<file path="src/rtl/mem_arbiter_if.sv">
// Channel and RAM-side bus of the multi-channel byte-serial memory arbiter.
// The arbiter connects through the slave modport; requesters/RAM models use master.
interface mem_arbiter_if #(
    parameter int NCH = 2
);
    logic              rdy;
    logic [NCH-1:0]    req;
    logic [NCH-1:0]    we;
    logic [NCH*32-1:0] addr;
    logic [NCH*2-1:0]  len;
    logic [NCH*32-1:0] wdata;
    logic [NCH-1:0]    ack;
    logic [NCH-1:0]    done;
    logic [31:0]       rdata;
    logic [7:0]        mem_din;
    logic [7:0]        mem_dout;
    logic [31:0]       mem_a;
    logic              mem_wr;

    modport slave (
        input  rdy, req, we, addr, len, wdata, mem_din,
        output ack, done, rdata, mem_dout, mem_a, mem_wr
    );

    modport master (
        output rdy, req, we, addr, len, wdata, mem_din,
        input  ack, done, rdata, mem_dout, mem_a, mem_wr
    );
endinterface

</file>
<file path="src/rtl/mem_arbiter.sv">
// Arbitrates NCH channels onto one byte-wide RAM port; each transfer moves 1..4
// bytes serially, reads assemble a little-endian word presented with done.
module mem_arbiter #(
    parameter int NCH       = 2,
    parameter int PRIO_MODE = 0
) (
    input  logic         clk,
    input  logic         rst,
    mem_arbiter_if.slave bus
);
    localparam int IW = (NCH > 1) ? $clog2(NCH) : 1;

    typedef enum logic [1:0] {IDLE, BUSY, TAIL, DONE} state_t;

    state_t        state, state_nx;
    logic [IW-1:0] rr_ptr, gnt;
    logic [IW-1:0] pick, pick_lo, pick_hi;
    logic          hi_found, any_req, start;
    logic [31:0]   base;
    logic [1:0]    len_q, cnt;
    logic          we_q;
    logic [31:0]   wdata_q, rdata_q;

    assign any_req = |bus.req;
    assign start   = rst && bus.rdy && (state == IDLE) && any_req;

    // Round-robin prefers the lowest requester above the last grant, else wraps
    // to the lowest requester overall; fixed priority always takes the lowest.
    // NOTE: every always_comb output gets a default first so no latch is inferred.
    always_comb begin
        pick_lo  = '0;
        pick_hi  = '0;
        hi_found = 1'b0;
        for (int c = NCH - 1; c >= 0; c--) begin
            if (bus.req[c]) begin
                pick_lo = IW'(c);
                if (c > int'(rr_ptr)) begin
                    pick_hi  = IW'(c);
                    hi_found = 1'b1;
                end
            end
        end
        pick = (PRIO_MODE == 0 && hi_found) ? pick_hi : pick_lo;
    end

    always_comb begin
        state_nx = state;
        if (bus.rdy) begin
            case (state)
                IDLE:    if (any_req) state_nx = BUSY;
                BUSY:    if (cnt == len_q) state_nx = we_q ? DONE : TAIL;
                TAIL:    state_nx = DONE;
                DONE:    state_nx = IDLE;
                default: state_nx = IDLE;
            endcase
        end
    end

    // NOTE: sequential state uses non-blocking assignments so every register
    // samples pre-edge values regardless of statement order.
    always_ff @(posedge clk or negedge rst) begin
        if (!rst) state <= IDLE;
        else      state <= state_nx;
    end

    always_ff @(posedge clk or negedge rst) begin
        if (!rst) begin
            rr_ptr  <= IW'(NCH - 1);
            gnt     <= '0;
            base    <= '0;
            len_q   <= '0;
            cnt     <= '0;
            we_q    <= 1'b0;
            wdata_q <= '0;
            rdata_q <= '0;
        end else if (bus.rdy) begin
            case (state)
                IDLE: begin
                    if (any_req) begin
                        gnt     <= pick;
                        rr_ptr  <= pick;
                        base    <= bus.addr[{pick, 5'b0} +: 32];
                        len_q   <= bus.len[{pick, 1'b0} +: 2];
                        we_q    <= bus.we[pick];
                        wdata_q <= bus.wdata[{pick, 5'b0} +: 32];
                        cnt     <= '0;
                        rdata_q <= '0;
                    end
                end
                BUSY: begin
                    // RAM data lags its address by one cycle, so byte i-1 lands now.
                    if (!we_q && cnt != 2'd0)
                        rdata_q[{cnt - 2'd1, 3'b0} +: 8] <= bus.mem_din;
                    if (cnt != len_q)
                        cnt <= cnt + 2'd1;
                end
                TAIL: rdata_q[{len_q, 3'b0} +: 8] <= bus.mem_din;
                default: ;
            endcase
        end
    end

    always_comb begin
        bus.ack      = '0;
        bus.done     = '0;
        bus.mem_a    = '0;
        bus.mem_dout = '0;
        bus.mem_wr   = 1'b0;
        for (int c = 0; c < NCH; c++) begin
            bus.ack[c]  = start && (pick == IW'(c));
            bus.done[c] = bus.rdy && (state == DONE) && (gnt == IW'(c));
        end
        if (state == BUSY) begin
            bus.mem_a    = base + {30'b0, cnt};
            bus.mem_wr   = we_q && bus.rdy;
            bus.mem_dout = we_q ? wdata_q[{cnt, 3'b0} +: 8] : 8'h00;
        end
    end

    assign bus.rdata = rdata_q;
endmodule
</file>
<file path="src/flat_wrapper.sv">
// flat-port wrapper written by rule: the top's interface ports become plain ports
module mem_arbiter_flat 
#(
    parameter int NCH       = 2,
    parameter int PRIO_MODE = 0
)
  (clk, rst, bus_rdy, bus_req, bus_we, bus_addr, bus_len, bus_wdata, bus_mem_din, bus_ack, bus_done, bus_rdata, bus_mem_dout, bus_mem_a, bus_mem_wr);
  mem_arbiter_if #(.NCH(NCH)) bus_i ();
  input  logic clk;
  input  logic rst;
  input wire logic [$bits(bus_i.rdy)-1:0] bus_rdy;
  input wire logic [$bits(bus_i.req)-1:0] bus_req;
  input wire logic [$bits(bus_i.we)-1:0] bus_we;
  input wire logic [$bits(bus_i.addr)-1:0] bus_addr;
  input wire logic [$bits(bus_i.len)-1:0] bus_len;
  input wire logic [$bits(bus_i.wdata)-1:0] bus_wdata;
  input wire logic [$bits(bus_i.mem_din)-1:0] bus_mem_din;
  output wire logic [$bits(bus_i.ack)-1:0] bus_ack;
  output wire logic [$bits(bus_i.done)-1:0] bus_done;
  output wire logic [$bits(bus_i.rdata)-1:0] bus_rdata;
  output wire logic [$bits(bus_i.mem_dout)-1:0] bus_mem_dout;
  output wire logic [$bits(bus_i.mem_a)-1:0] bus_mem_a;
  output wire logic [$bits(bus_i.mem_wr)-1:0] bus_mem_wr;
  assign bus_i.rdy = bus_rdy;
  assign bus_i.req = bus_req;
  assign bus_i.we = bus_we;
  assign bus_i.addr = bus_addr;
  assign bus_i.len = bus_len;
  assign bus_i.wdata = bus_wdata;
  assign bus_i.mem_din = bus_mem_din;
  assign bus_ack = bus_i.ack;
  assign bus_done = bus_i.done;
  assign bus_rdata = bus_i.rdata;
  assign bus_mem_dout = bus_i.mem_dout;
  assign bus_mem_a = bus_i.mem_a;
  assign bus_mem_wr = bus_i.mem_wr;
  mem_arbiter #(.NCH(NCH), .PRIO_MODE(PRIO_MODE)) u_core (.clk(clk), .rst(rst), .bus(bus_i));
endmodule
</file>
<file path="config.mk">
export PLATFORM = sky130hd
export DESIGN_NAME = mem_arbiter_flat
export DESIGN_NICKNAME = d
export VERILOG_FILES = /design/src/rtl/mem_arbiter_if.sv /design/src/rtl/mem_arbiter.sv /design/src/flat_wrapper.sv
export SDC_FILE = /design/constraint.sdc
export NUM_CORES = 1
export LEC_CHECK = 0
export BUFFER_PORTS_ARGS = -buffer_cell sky130_fd_sc_hd__buf_2
export CAP_MARGIN = 20
export CORE_ASPECT_RATIO = 0.8
export CORE_MARGIN = 2
export CORE_UTILIZATION = 56
export DETAILED_ROUTE_END_ITERATION = 10
export GPL_TIMING_DRIVEN = 0
export PLACE_DENSITY = 0.95
export SYNTH_ARGS = -nofsm -noshare
export SYNTH_HDL_FRONTEND = slang
export SYNTH_SLANG_ARGS = --single-unit
</file>
<file path="constraint.sdc">
create_clock -name clk -period 7.9 [get_ports clk]
set_input_delay 1.975 -clock clk [delete_from_list [all_inputs] [get_ports clk]]
set_output_delay 1.975 -clock clk [all_outputs]
set_load 0.05 [all_outputs]
</file>
* Word level (Yosys, flattened, before mapping)
Index checks and enable logic that the tools add are counted.
** Word-level totals
- Bits in registers :: 105
- Bits of input ports :: 147
- Output and inout port bits :: 77
- Logic and storage cells :: 78
** Operators by class
- Add/sub/neg operators :: 5
- $lt $le $gt $ge :: 2
- Equal/unequal tests :: 9
- Shift-type cells :: 8
- Mux-type cells :: 23
- Bitwise gates (word level) :: 2
- Reductions and logical operators :: 20
** Operator list (number)
- 64-bit by 7-bit variable part select with 32-bit output :: 2
- 32-bit 2-to-1 mux :: 3
- 32-bit case mux with 3 select lines :: 1
- 32-bit bitwise mux :: 2
- 8-bit by 7-bit variable shift with 32-bit output (first input constant) :: 2
- 8-bit by 7-bit variable part select with 32-bit output :: 2
- 32-bit by 2-bit adder with 32-bit output :: 1
- 32-bit by 6-bit variable part select with 8-bit output :: 1
- 8-bit 2-to-1 mux :: 2
- 5-bit negator with 7-bit output :: 2
- 1-bit logical AND :: 10
- 1-bit 2-to-1 mux :: 9
- 2-bit 2-to-1 mux :: 4
- 2-bit by 1-bit != test with 1-bit output (second input constant) :: 4
- 2-bit case mux with 4 select lines :: 1
- 4-bit AND reduction :: 2
- 3-bit AND reduction :: 2
- 2-bit == test (second input constant) :: 2
- 2-bit case mux with 2 select lines :: 1
- 2-bit nonzero test :: 2
- 4-bit by 3-bit variable part select with 2-bit output :: 1
- 3-bit nonzero test :: 1
- 2-bit by 1-bit adder with 2-bit output (second input constant) :: 1
- 2-bit by 1-bit == test with 1-bit output (second input constant) :: 1
- 9 further kinds :: 10

* Logic depth before layout (Yosys ltp)
- Depth in word-level cells :: 6
- Mapped depth :: 9
- Gate-level depth less buffers :: 6

* Least setup slack after synthesis
OpenSTA, ideal clock, no wires.
- Path type :: input port to output port
- Start :: in bus_req[1]
- End :: out bus_ack[1]
- Arrival :: 3.271 ns
- Required time :: 5.925 ns
- Slack :: 2.654 ns
- Stages :: 4
- Buffers on the path :: 2
- Path through :: a21boi_0 > clkbuf_1 > buf_1 > and3_1
** On the way
- Cells in the longest elaborated chain, start to end :: 4
- Elaborated cells between the ends (all ways) :: 7
- Classes of those cells :: mux: 4; reduce/logical: 3
** RTL lines
- start, declared :: line flat_wrapper.sv:12 : input wire logic [$bits(bus_i.req)-1:0] bus_req;
- 1-bit 2-to-1 mux (2 in series) :: line mem_arbiter.sv:35 : if (bus.req[c]) begin
- 1-bit 2-to-1 mux :: line mem_arbiter.sv:43 : pick = (PRIO_MODE == 0 && hi_found) ? pick_hi : pick_lo;
- 1-bit logical AND (*) :: line mem_arbiter.sv:110 : bus.ack[c] = start && (pick == IW'(c));
- end, declared :: line flat_wrapper.sv:18 : output wire logic [$bits(bus_i.ack)-1:0] bus_ack;
Every way passes the cells marked *; elsewhere a longest branch is shown, timed or not.

* Worst setup path in the final report
Ends and elaborated chain as after synthesis.

==> flow_summary.json <==
{
  "outcome": "complete, no violations",
  "drive_above_1_share_pct": 25.55,
  "setup_viol": 0,
  "fillers": 988,
  "clk_path_buf_depth": 2,
  "relSlewSlack_pct": 39.08,
  "slowest_delay_ps": 530,
  "critPathKind": "in2out",
  "clk_latency_ps": 360,
  "p_switching_mw": 1.538,
  "clkTransAtPathRegs_ps": 80,
  "gp_congestion": 0.9557,
  "timing.hold.ws_ps": 461.5,
  "fin_crit_sh_pct": 71.26,
  "start_kind": "primary input",
  "combinationalPowerShare_pct": 52.6,
  "synth_edf_count": 0,
  "cpMostUsedCell": "buf_2",
  "cp_num_buf_inv": 4,
  "yosysUniqueCellTypes": 49,
  "drt-initial-drc-count": 634,
  "tns_ps": 0,
  "yosysSeqAreaShare_pct": 37.77,
  "io_buffers": 223,
  "syn_area_per_cell_um2": 9.097,
  "grt_first_pass_wirelength_um": 35530,
  "firstDrtPassIters": 5,
  "swShare_pct": 51.47,
  "max_freq_mhz": 177.6,
  "wl_um": 22390,
  "ant_nets": 0,
  "ios": 224,
  "layout_commonest_cell": "buf_2",
  "cts.sinks": 105,
  "p_leak_nw": 4.085,
  "arrival_ps": 3650,
  "cts_root_buffer": "clkbuf_16",
  "stdcell_count": 1158,
  "via_per_inst": 6.260,
  "synth_fp_nets": 931,
  "grt.overflow.total": 0,
  "register_area_um2": 2629,
  "worst_hold_path_type": "reg2reg",
  "grt_pass1_vias": 7011,
  "tightest_slew_ps": 913.8,
  "multi_input_area_um2": 4035,
  "die_h_um": 103.7,
  "crit_chain": "buf_2 > a21boi_0 > clkbuf_1 > buf_1 > and3_1 > buf_2",
  "fin_nets": 1167,
  "fin_skew_ps": 11.70,
  "ys_warn_count": 0,
  "drc": 0,
  "crit_fanout": 10,
  "ctsHtreeMaxLevel": 3,
  "synth-main-ff-cell": "dfrtp_1",
  "fin_util_pct": 70.91,
  "numCtsBuffers": 9,
  "end_kind": "primary output",
  "mostFrequentLayoutCells": "224 x buf_2, 104 x dfrtp_1, 93 x nand2_1",
  "dieArea_um2": 13340,
  "netlist_area_um2": 6959,
  "synth_cells": 765,
  "crit_family": "buffers and inverters",
  "die_x_um": 128.6,
  "antennaDiodeCount": 0,
  "coreArea_um2": 12160,
  "grt_util_all_layers_pct": 33.43,
  "rrSetupSlack_ps": 4020,
  "dpl.hpwl_um": 16960,
  "grt_max_degree": 73,
  "p_per_area_nw_per_um2": 346.5,
  "vdd_drop_max_uv": 185.1,
  "p_int_mw": 1.450,
  "hold_viol_final": 0,
  "cts_tree": "yes",
  "drv_cap": 0,
  "grt_setup_unrepaired": "no",
  "p_clk_share_pct": 15.7,
  "slowest_stage": "buf_1",
  "async_reset_ff_share_pct": 100.0,
  "start_util_pct": 57.22,
  "hold_buffers": 0,
  "post_cts_buffers": 0,
  "area_delta_synth_final_pct": 23.91,
  "drv_slew": 0,
  "critPathRequiredTime_ps": 5930,
  "finalCriticalPeriod_ps": 5630,
  "post_cts_resized": 0,
  "wl_per_cell_um": 19.33,
  "p_seq_share_pct": 31.7,
  "dp.cells": 1142,
  "dpl_cell_area_um2": 8307,
  "rows": 36,
  "final_area_um2": 8623,
  "synth-seq-cells": 105,
  "antenna_found_initial": 0,
  "vias": 7249
}
-- registers in the layout, indices dropped and copies added, names as in the netlist --
name and count:
u_core.bus.rdata 32, u_core.len_q 2, u_core.state 2, u_core.gnt 1
u_core.rr_ptr 1, u_core.base 32, u_core.we_q 1, u_core.cnt 2
u_core.wdata_q 32
-- per-stage QoR --
stage	worst slack [ps]	power (mW)
after global placement	1513	2.409
after detailed placement	2277	2.492
after floorplan	2654	2.000
after CTS	2275	2.960
final	2270	2.988
after global routing	2090	3.161
-- synth_stat cells, types with 2 or more instances --
master     number  share of area, %
and3_1         12               1.1
nand3_1         6              0.43
xnor2_1         8               1.0
o21a_1          2              0.22
ha_1           18               3.2
nor3_1          4              0.29
nand2b_1        4              0.36
o2bb2ai_1      22               2.8
a32o_1          8               1.2
o22a_1         22               2.8
xor2_1          5              0.63
nand4_1         9              0.81
or4_1          14               1.5
a21oi_1        19               1.4
nor4_1          7              0.63
nand2_1        93               5.0
or2_2           2              0.18
a22o_1          8               1.0
mux2i_1        71                10
nor2_1         17              0.92
dfrtp_1       104                37
a2bb2oi_1       2              0.25
inv_1          17              0.92
buf_2           2              0.14
mux4_2          8               2.6
o21ai_0        72               5.2
or3_1           4              0.36
nor2b_1        66               5.9
buf_1           8              0.43
o22ai_1         5              0.45
o31ai_1        12               1.3
and2_1          3              0.27
clkbuf_1       50               2.7
a31oi_1        46               4.1
-- cells by family after synthesis --
family / share of synthesized area [%]
AND/OR/NAND/NOR: 18.32
AO/OA/AOI/OAI: 21.54
flip-flops: 37.77
multiplexers: 12.96
buffers and inverters: 4.243
adder cells (fa/ha/maj): 3.524
XOR/XNOR: 1.636
-- worst min-delay path: cells and delay by family, from the launching register on --
family        cells  cell delay, ps
flops             1             380
simple gates      2              90
-- area by class of cell --
type | count | area share [%]
Buffer | 60 | 2.641
Clock buffer | 9 | 2.612
Clock inverter | 7 | 1.059
Inverter | 18 | 0.7835
Multi-Input combinational cell | 582 | 46.79
Sequential cell | 105 | 30.48
Tap cell | 152 | 2.205
Timing Repair Buffer | 225 | 13.42
-- power by group through the flow --
stage,sequential [mW],combinational (mW),clock [mW]
after floorplan,0.968,1.03,0
after global placement,0.926,1.48,0
after detailed placement,0.947,1.54,0
after CTS,0.938,1.55,0.471
after global routing,0.969,1.70,0.492
final,0.947,1.57,0.470
-- layer usage --
| layer | vias to the layer above | part of all wire (%) | track usage, % |
|---|---|---|---|
| met4 | 0 | 2.9 | 12.58 |
| met5 | - | 0 | 0 |
| met3 | 62 | 9.7 | 7.386 |
| met2 | 425 | 46 | 52.13 |
| met1 | 3472 | 41 | 45.76 |
| li1 | 3290 | - | - |
-- worst paths after layout --
check | end | startpoint | cells after the start
min in group asynchronous | u_core.base[20] | rst | 1
worst max-delay path | bus_ack[1] | bus_req[1] | 6
worst max register to register | u_core.bus.rdata[12] | u_core.cnt[0] | 9
worst min register to register | u_core.rr_ptr | u_core.rr_ptr | 2
max in group asynchronous | u_core.rr_ptr | rst | 2
worst min-delay path | u_core.rr_ptr | u_core.rr_ptr | 2
Note: power is estimated with default switching activity, not from simulation.
